<file path="src/rtl/alu_arbiter.sv">
// alu_arbiter: two-requester front end for a single shared combinational ALU.
// Grants one operation at a time and drives the ALU from registered operands.
// It waits a fixed number of cycles, then holds the captured result until the
// consumer takes it. Ties between the two requesters alternate.
module alu_arbiter #(
  parameter int unsigned EXEC_CYCLES = 1
) (
  input  logic        clk,
  input  logic        reset_n,
  // Requester 0
  input  logic        req0_valid,
  output logic        req0_ready,
  input  logic [31:0] req0_a,
  input  logic [31:0] req0_b,
  input  logic [2:0]  req0_cmd,
  // Requester 1
  input  logic        req1_valid,
  output logic        req1_ready,
  input  logic [31:0] req1_a,
  input  logic [31:0] req1_b,
  input  logic [2:0]  req1_cmd,
  // Shared ALU
  output logic [31:0] alu_a,
  output logic [31:0] alu_b,
  output logic [2:0]  alu_cmd,
  input  logic [31:0] alu_result,
  input  logic        alu_carryout,
  input  logic        alu_overflow,
  input  logic        alu_zero,
  // Response
  output logic        resp_valid,
  input  logic        resp_ready,
  output logic        resp_id,
  output logic [31:0] resp_result,
  output logic        resp_carryout,
  output logic        resp_overflow,
  output logic        resp_zero
);

  // Settle cycles remaining after the accept edge; zero means capture on the next edge.
  localparam logic [3:0] CntLoad = 4'(EXEC_CYCLES - 1);

  typedef enum logic [1:0] {
    StIdle = 2'd0,
    StExec = 2'd1,
    StResp = 2'd2
  } state_e;

  state_e      r_state;
  logic        r_prio;
  logic [3:0]  r_cnt;

  // Operand registers feeding the ALU
  logic [31:0] r_op_a;
  logic [31:0] r_op_b;
  logic [2:0]  r_op_cmd;
  logic        r_op_id;

  // Response registers
  logic        r_resp_valid;
  logic [31:0] r_resp_result;
  logic        r_resp_carryout;
  logic        r_resp_overflow;
  logic        r_resp_zero;

  logic        w_gnt_valid;
  logic        w_gnt_id;
  logic [31:0] w_sel_a;
  logic [31:0] w_sel_b;
  logic [2:0]  w_sel_cmd;
  logic        w_exec_done;

  // Grant: a lone requester wins; on a tie the priority bit picks the winner.
  always_comb begin
    w_gnt_valid = 1'b0;
    w_gnt_id    = 1'b0;
    if (r_state == StIdle) begin
      case ({req1_valid, req0_valid})
        2'b01: begin
          w_gnt_valid = 1'b1;
          w_gnt_id    = 1'b0;
        end
        2'b10: begin
          w_gnt_valid = 1'b1;
          w_gnt_id    = 1'b1;
        end
        2'b11: begin
          w_gnt_valid = 1'b1;
          w_gnt_id    = r_prio;
        end
        default: begin
          w_gnt_valid = 1'b0;
          w_gnt_id    = 1'b0;
        end
      endcase
    end
  end

  // Operand mux for the granted requester.
  always_comb begin
    w_sel_a   = req0_a;
    w_sel_b   = req0_b;
    w_sel_cmd = req0_cmd;
    if (w_gnt_id) begin
      w_sel_a   = req1_a;
      w_sel_b   = req1_b;
      w_sel_cmd = req1_cmd;
    end
  end

  assign req0_ready  = w_gnt_valid & ~w_gnt_id;
  assign req1_ready  = w_gnt_valid &  w_gnt_id;
  assign w_exec_done = (r_state == StExec) && (r_cnt == 4'd0);

  // Control FSM: state, settle counter and tie-break priority.
  always_ff @(posedge clk or negedge reset_n) begin
    if (!reset_n) begin
      r_state <= StIdle;
      r_prio  <= 1'b0;
      r_cnt   <= 4'd0;
    end else begin
      case (r_state)
        StIdle: begin
          if (w_gnt_valid) begin
            r_cnt   <= CntLoad;
            r_state <= StExec;
          end
        end
        StExec: begin
          if (r_cnt == 4'd0) begin
            r_state <= StResp;
          end else begin
            r_cnt <= r_cnt - 4'd1;
          end
        end
        StResp: begin
          if (resp_ready) begin
            // The requester just served yields the next tie.
            r_prio  <= ~r_op_id;
            r_state <= StIdle;
          end
        end
        default: r_state <= StIdle;
      endcase
    end
  end

  // Operand capture on the request handshake; held stable until the next grant.
  always_ff @(posedge clk or negedge reset_n) begin
    if (!reset_n) begin
      r_op_a   <= 32'd0;
      r_op_b   <= 32'd0;
      r_op_cmd <= 3'd0;
      r_op_id  <= 1'b0;
    end else if (w_gnt_valid) begin
      r_op_a   <= w_sel_a;
      r_op_b   <= w_sel_b;
      r_op_cmd <= w_sel_cmd;
      r_op_id  <= w_gnt_id;
    end
  end

  // Result capture at the end of the settle window; frozen while the response waits.
  always_ff @(posedge clk or negedge reset_n) begin
    if (!reset_n) begin
      r_resp_result   <= 32'd0;
      r_resp_carryout <= 1'b0;
      r_resp_overflow <= 1'b0;
      r_resp_zero     <= 1'b0;
    end else if (w_exec_done) begin
      r_resp_result   <= alu_result;
      r_resp_carryout <= alu_carryout;
      r_resp_overflow <= alu_overflow;
      r_resp_zero     <= alu_zero;
    end
  end

  // Registered response valid: raised on capture, dropped on the response handshake.
  always_ff @(posedge clk or negedge reset_n) begin
    if (!reset_n) begin
      r_resp_valid <= 1'b0;
    end else if (w_exec_done) begin
      r_resp_valid <= 1'b1;
    end else if (r_resp_valid && resp_ready) begin
      r_resp_valid <= 1'b0;
    end
  end

  assign alu_a         = r_op_a;
  assign alu_b         = r_op_b;
  assign alu_cmd       = r_op_cmd;

  assign resp_valid    = r_resp_valid;
  assign resp_id       = r_op_id;
  assign resp_result   = r_resp_result;
  assign resp_carryout = r_resp_carryout;
  assign resp_overflow = r_resp_overflow;
  assign resp_zero     = r_resp_zero;

endmodule
</file>
<file path="config.mk">
export PLATFORM = sky130hd
export DESIGN_NAME = alu_arbiter
export DESIGN_NICKNAME = d
export VERILOG_FILES = /design/src/rtl/alu_arbiter.sv
export SDC_FILE = /design/constraint.sdc
export NUM_CORES = 1
export LEC_CHECK = 0
export CELL_PAD_IN_SITES_DETAIL_PLACEMENT = 1
export CELL_PAD_IN_SITES_GLOBAL_PLACEMENT = 1
export CORE_ASPECT_RATIO = 1.1
export CORE_MARGIN = 3
export CORE_UTILIZATION = 32
export CTS_BUF_LIST = sky130_fd_sc_hd__clkbuf_8
export DETAILED_ROUTE_END_ITERATION = 10
export GPL_TIMING_DRIVEN = 0
export MAX_ROUTING_LAYER = met4
export PLACE_DENSITY_LB_ADDON = 0.15
export SLEW_MARGIN = 20
export SYNTH_ARGS = -nofsm -noshare
export SYNTH_HDL_FRONTEND = slang
export SYNTH_SLANG_ARGS = --single-unit
</file>
<file path="constraint.sdc">
create_clock -name clk -period 5.1 [get_ports clk]
set_clock_uncertainty 0.2 [all_clocks]
set_input_delay 0.51 -clock clk [delete_from_list [all_inputs] [get_ports clk]]
set_output_delay 0.51 -clock clk [all_outputs]
set_load 0.02 [all_outputs]
</file>
==> insert_results.sql <==
INSERT INTO impl_metrics (metric_group, metric, value, unit) VALUES
('sta', 'finalHoldViolCount', '0', ''),
('synth', 'post_synth_fa_ha_maj_area_fraction', '0.238', '%'),
('layout', 'final_layout_size_suffix_gt1_share', '4.99', '%'),
('layout', 'final_common_cell', 'sky130_fd_sc_hd__clkdlybuf4s50_1', ''),
('clocking', 'clk-insertion-delay-late', '0.38', 'ns'),
('drt', 'routedWlPerCell', '21.1', 'um'),
('global_route', 'pin_count_of_the_biggest_net_entering_global_routing', '76', ''),
('sta', 'finalCriticalPeriod', '3.56', 'ns'),
('global_route', 'grt_remaining_overflow', '0', ''),
('floorplan', 'core_area', '0.0159', 'mm^2'),
('clocking', 'tritoncts_sinks', '111', ''),
('sta', 'slew_headroom', '57.5', '%'),
('worst_setup_path', 'required', '4.39', 'ns'),
('worst_setup_path', 'path_class', 'in2out', ''),
('run_status', 'outcome', 'complete, no violations', ''),
('sta', 'achievable-frequency', '0.281', 'GHz'),
('floorplan', 'fp-row-count', '48', ''),
('sta', 'setup_viol', '0', ''),
('synth', 'synth.top_cells.by_area', 'sky130_fd_sc_hd__dfrtp_1, sky130_fd_sc_hd__o311ai_1, sky130_fd_sc_hd__nand4_1', ''),
('drt', 'drt-initial-drc-count', '277', ''),
('synth', 'total_of_flip_flops_plus_latches_after_synthesis', '111', ''),
('clocking', 'ctsHoldBuffers', '1', ''),
('clocking', 'cts_setup_buffers', '0', ''),
('synth', 'yosysUniqueCellTypes', '29', ''),
('clocking', 'h_tree_lvl_count', '3', ''),
('floorplan', 'chipWidth', '128', 'um'),
('synth', 'post_synth_mux_area_share', '7.91', '%'),
('clocking', 'cts-buffers-inserted', '9', ''),
('synth', 'synth_top_flop_cell', 'sky130_fd_sc_hd__dfrtp_1', ''),
('synth', 'syn-num-nets', '680', ''),
('power', 'p_per_area', '593', 'mW/mm^2'),
('layout', 'antennaDiodeCount', '0', ''),
('sta', 'max_slew.worst_pin.slew', '0.633', 'ns'),
('drt', 'routed_wirelength', '21100', 'um'),
('synth', 'seq_area_frac_synth', '52.9', '%'),
('layout', 'final_util', '53.6', '%'),
('synth', 'synth-edff-count', '0', ''),
('power', 'vdd_drop_max', '0.241', 'mV'),
('global_route', 'number_of_global_route_vias_before_repair', '5887', ''),
('drt', 'post-route-drc-count', '0', ''),
('layout', 'layout_common_cells', 'sky130_fd_sc_hd__clkdlybuf4s50_1, sky130_fd_sc_hd__dfrtp_1, sky130_fd_sc_hd__inv_1, sky130_fd_sc_hd__nand4_1, sky130_fd_sc_hd__o311ai_1', ''),
('worst_setup_path', 'worst_reg_to_reg_path_cell_count', '6', ''),
('placed_design', 'portBuffers', '278', ''),
('global_route', 'grt_antenna_before_repair', '0', ''),
('drt', 'vias', '5339', ''),
('clocking', 'clock_tree.root_cell', 'sky130_fd_sc_hd__clkbuf_8', ''),
('floorplan', 'fp.dieH', '140', 'um'),
('floorplan', 'io_pins', '280', ''),
('sta', 'drv_slew', '0', ''),
('sta', 'timing.setup.tns', '0', 'ns'),
('synth', 'synthArstFlopShare', '100', '%'),
('clocking', 'cts_repair_resize_count', '0', ''),
('sta', 'min_period_over_period', '69.9', '%'),
('floorplan', 'dieArea', '0.0180', 'mm^2'),
('sta', 'rsz0062_at_grt', 'false', ''),
('synth', 'synth_top_area_share', '52.9', '%'),
('layout', 'multi_input_area', '0.00195', 'mm^2'),
('drt', 'detail-route-antenna-nets', '0', ''),
('drt', 'routed_via_density', '5.33', ''),
('floorplan', 'floorplan.initialDensity', '33.0', '%'),
('worst_hold_path', 'cells_on_worst_hold_path', '2', ''),
('worst_hold_path', 'worst_hold_path_type', 'reg2reg', ''),
('worst_setup_path', 'startpoint_type', 'input port', ''),
('global_route', 'global_route.usage.total', '23.6', '%'),
('layout', 'area.sequential', '0.00278', 'mm^2'),
('sta', 'final.hold.worst_slack', '0.286', 'ns'),
('synth', 'yosys.area_share.simple', '10.1', '%'),
('synth', 'synth-xor-area-share', '0', '%'),
('drt', 'drt_pre_antenna_iters', '4', ''),
('synth', 'largest_family_of_logic_cells_by_synthesized_area', 'compound AO/OA/AOI/OAI gates', ''),
('layout', 'areaGrowthSynthToFinish', '62.5', '%');
[metrics by stage]
step,setup slack [ns],power (mW),area (um^2),instances
floorplan,2.92,3.07,5250,505
global placement,-1.14,4.41,8280,983
detailed placement,1.51,4.53,8310,984
CTS,1.49,5.11,8530,1001
global route,1.33,5.37,8530,1001
finish,1.54,5.06,8530,1001
[power breakdown]
group | internal, mW | switching [mW] | total (mW) | leakage (nW)
registers | 1.33 | 0.244 | 1.57 | 1.33
clock network | 0.255 | 0.320 | 0.575 | 0.111
logic | 1.32 | 1.59 | 2.91 | 2.07
total | 2.91 | 2.15 | 5.06 | 3.51
[layer usage]
layer / GRT usage [%] / vias to the layer above / part of all wire [%] / routed length (um)
met3: 5.30 / 31 / 7.1 / 1510
met1: 27.9 / 2631 / 41 / 8700
met4: 7.65 / 0 / 2.3 / 482
li1: - / 2450 / - / -
met5: - / - / 0 / 0
met2: 39.9 / 227 / 49 / 10400
[cell type report]
cell class | count | share of cell area, %
Sequential cell | 111 | 32.6
Buffer | 56 | 3.02
Clock buffer | 11 | 1.77
Timing Repair Buffer | 280 | 33.1
Inverter | 71 | 3.12
Multi-Input combinational cell | 267 | 22.8
Tap cell | 200 | 2.93
Clock inverter | 5 | 0.660
[cell families after synthesis]
group,count (synthesis)
AOI/OAI and AO/OA,144
adders and majority gates,1
buffers and inverters,127
DFF,111
muxes,37
and+or+nand+nor,85
[registers in the layout, indices dropped and copies added, names as in the netlist]
signal and flops:
alu_a 32, alu_b 32, resp_result 32, r_cnt 4, alu_cmd 3, r_state 2, r_prio 1, resp_carryout 1
resp_id 1, resp_overflow 1, resp_valid 1, resp_zero 1
[synth_stat cells (2+ instances only)]
library cell	n
sky130_fd_sc_hd__o311ai_1	67
sky130_fd_sc_hd__o21ai_1	15
sky130_fd_sc_hd__buf_2	14
sky130_fd_sc_hd__buf_6	4
sky130_fd_sc_hd__o21ai_0	58
sky130_fd_sc_hd__nand4_1	67
sky130_fd_sc_hd__mux2_1	36
sky130_fd_sc_hd__dfrtp_1	111
sky130_fd_sc_hd__nor2_2	2
sky130_fd_sc_hd__nand2b_1	3
sky130_fd_sc_hd__nor2_1	2
sky130_fd_sc_hd__clkbuf_1	38
sky130_fd_sc_hd__nand3_1	2
sky130_fd_sc_hd__inv_1	71
[worst max-delay path, stage by stage]
cell and delay (ns):
sky130_fd_sc_hd__clkdlybuf4s50_1 0.46, sky130_fd_sc_hd__nand2b_1 0.09, sky130_fd_sc_hd__clkbuf_1 0.20, sky130_fd_sc_hd__and3_1 0.18, sky130_fd_sc_hd__clkbuf_1 0.40, sky130_fd_sc_hd__buf_2 0.34
sky130_fd_sc_hd__clkdlybuf4s50_1 0.68
[worst paths after layout]
kind | slack (ns) | startpoint | endpoint
worst max-delay path | 1.54 | req0_valid | req1_ready
worst min-delay path | 0.29 | r_prio | r_prio
worst max register to register | 2.93 | r_cnt[0] | resp_result[13]
worst min register to register | 0.29 | r_prio | r_prio
max in group asynchronous | 3.60 | reset_n | alu_b[23]
min in group asynchronous | 0.37 | reset_n | resp_carryout
(Power assumes the default switching activity.)
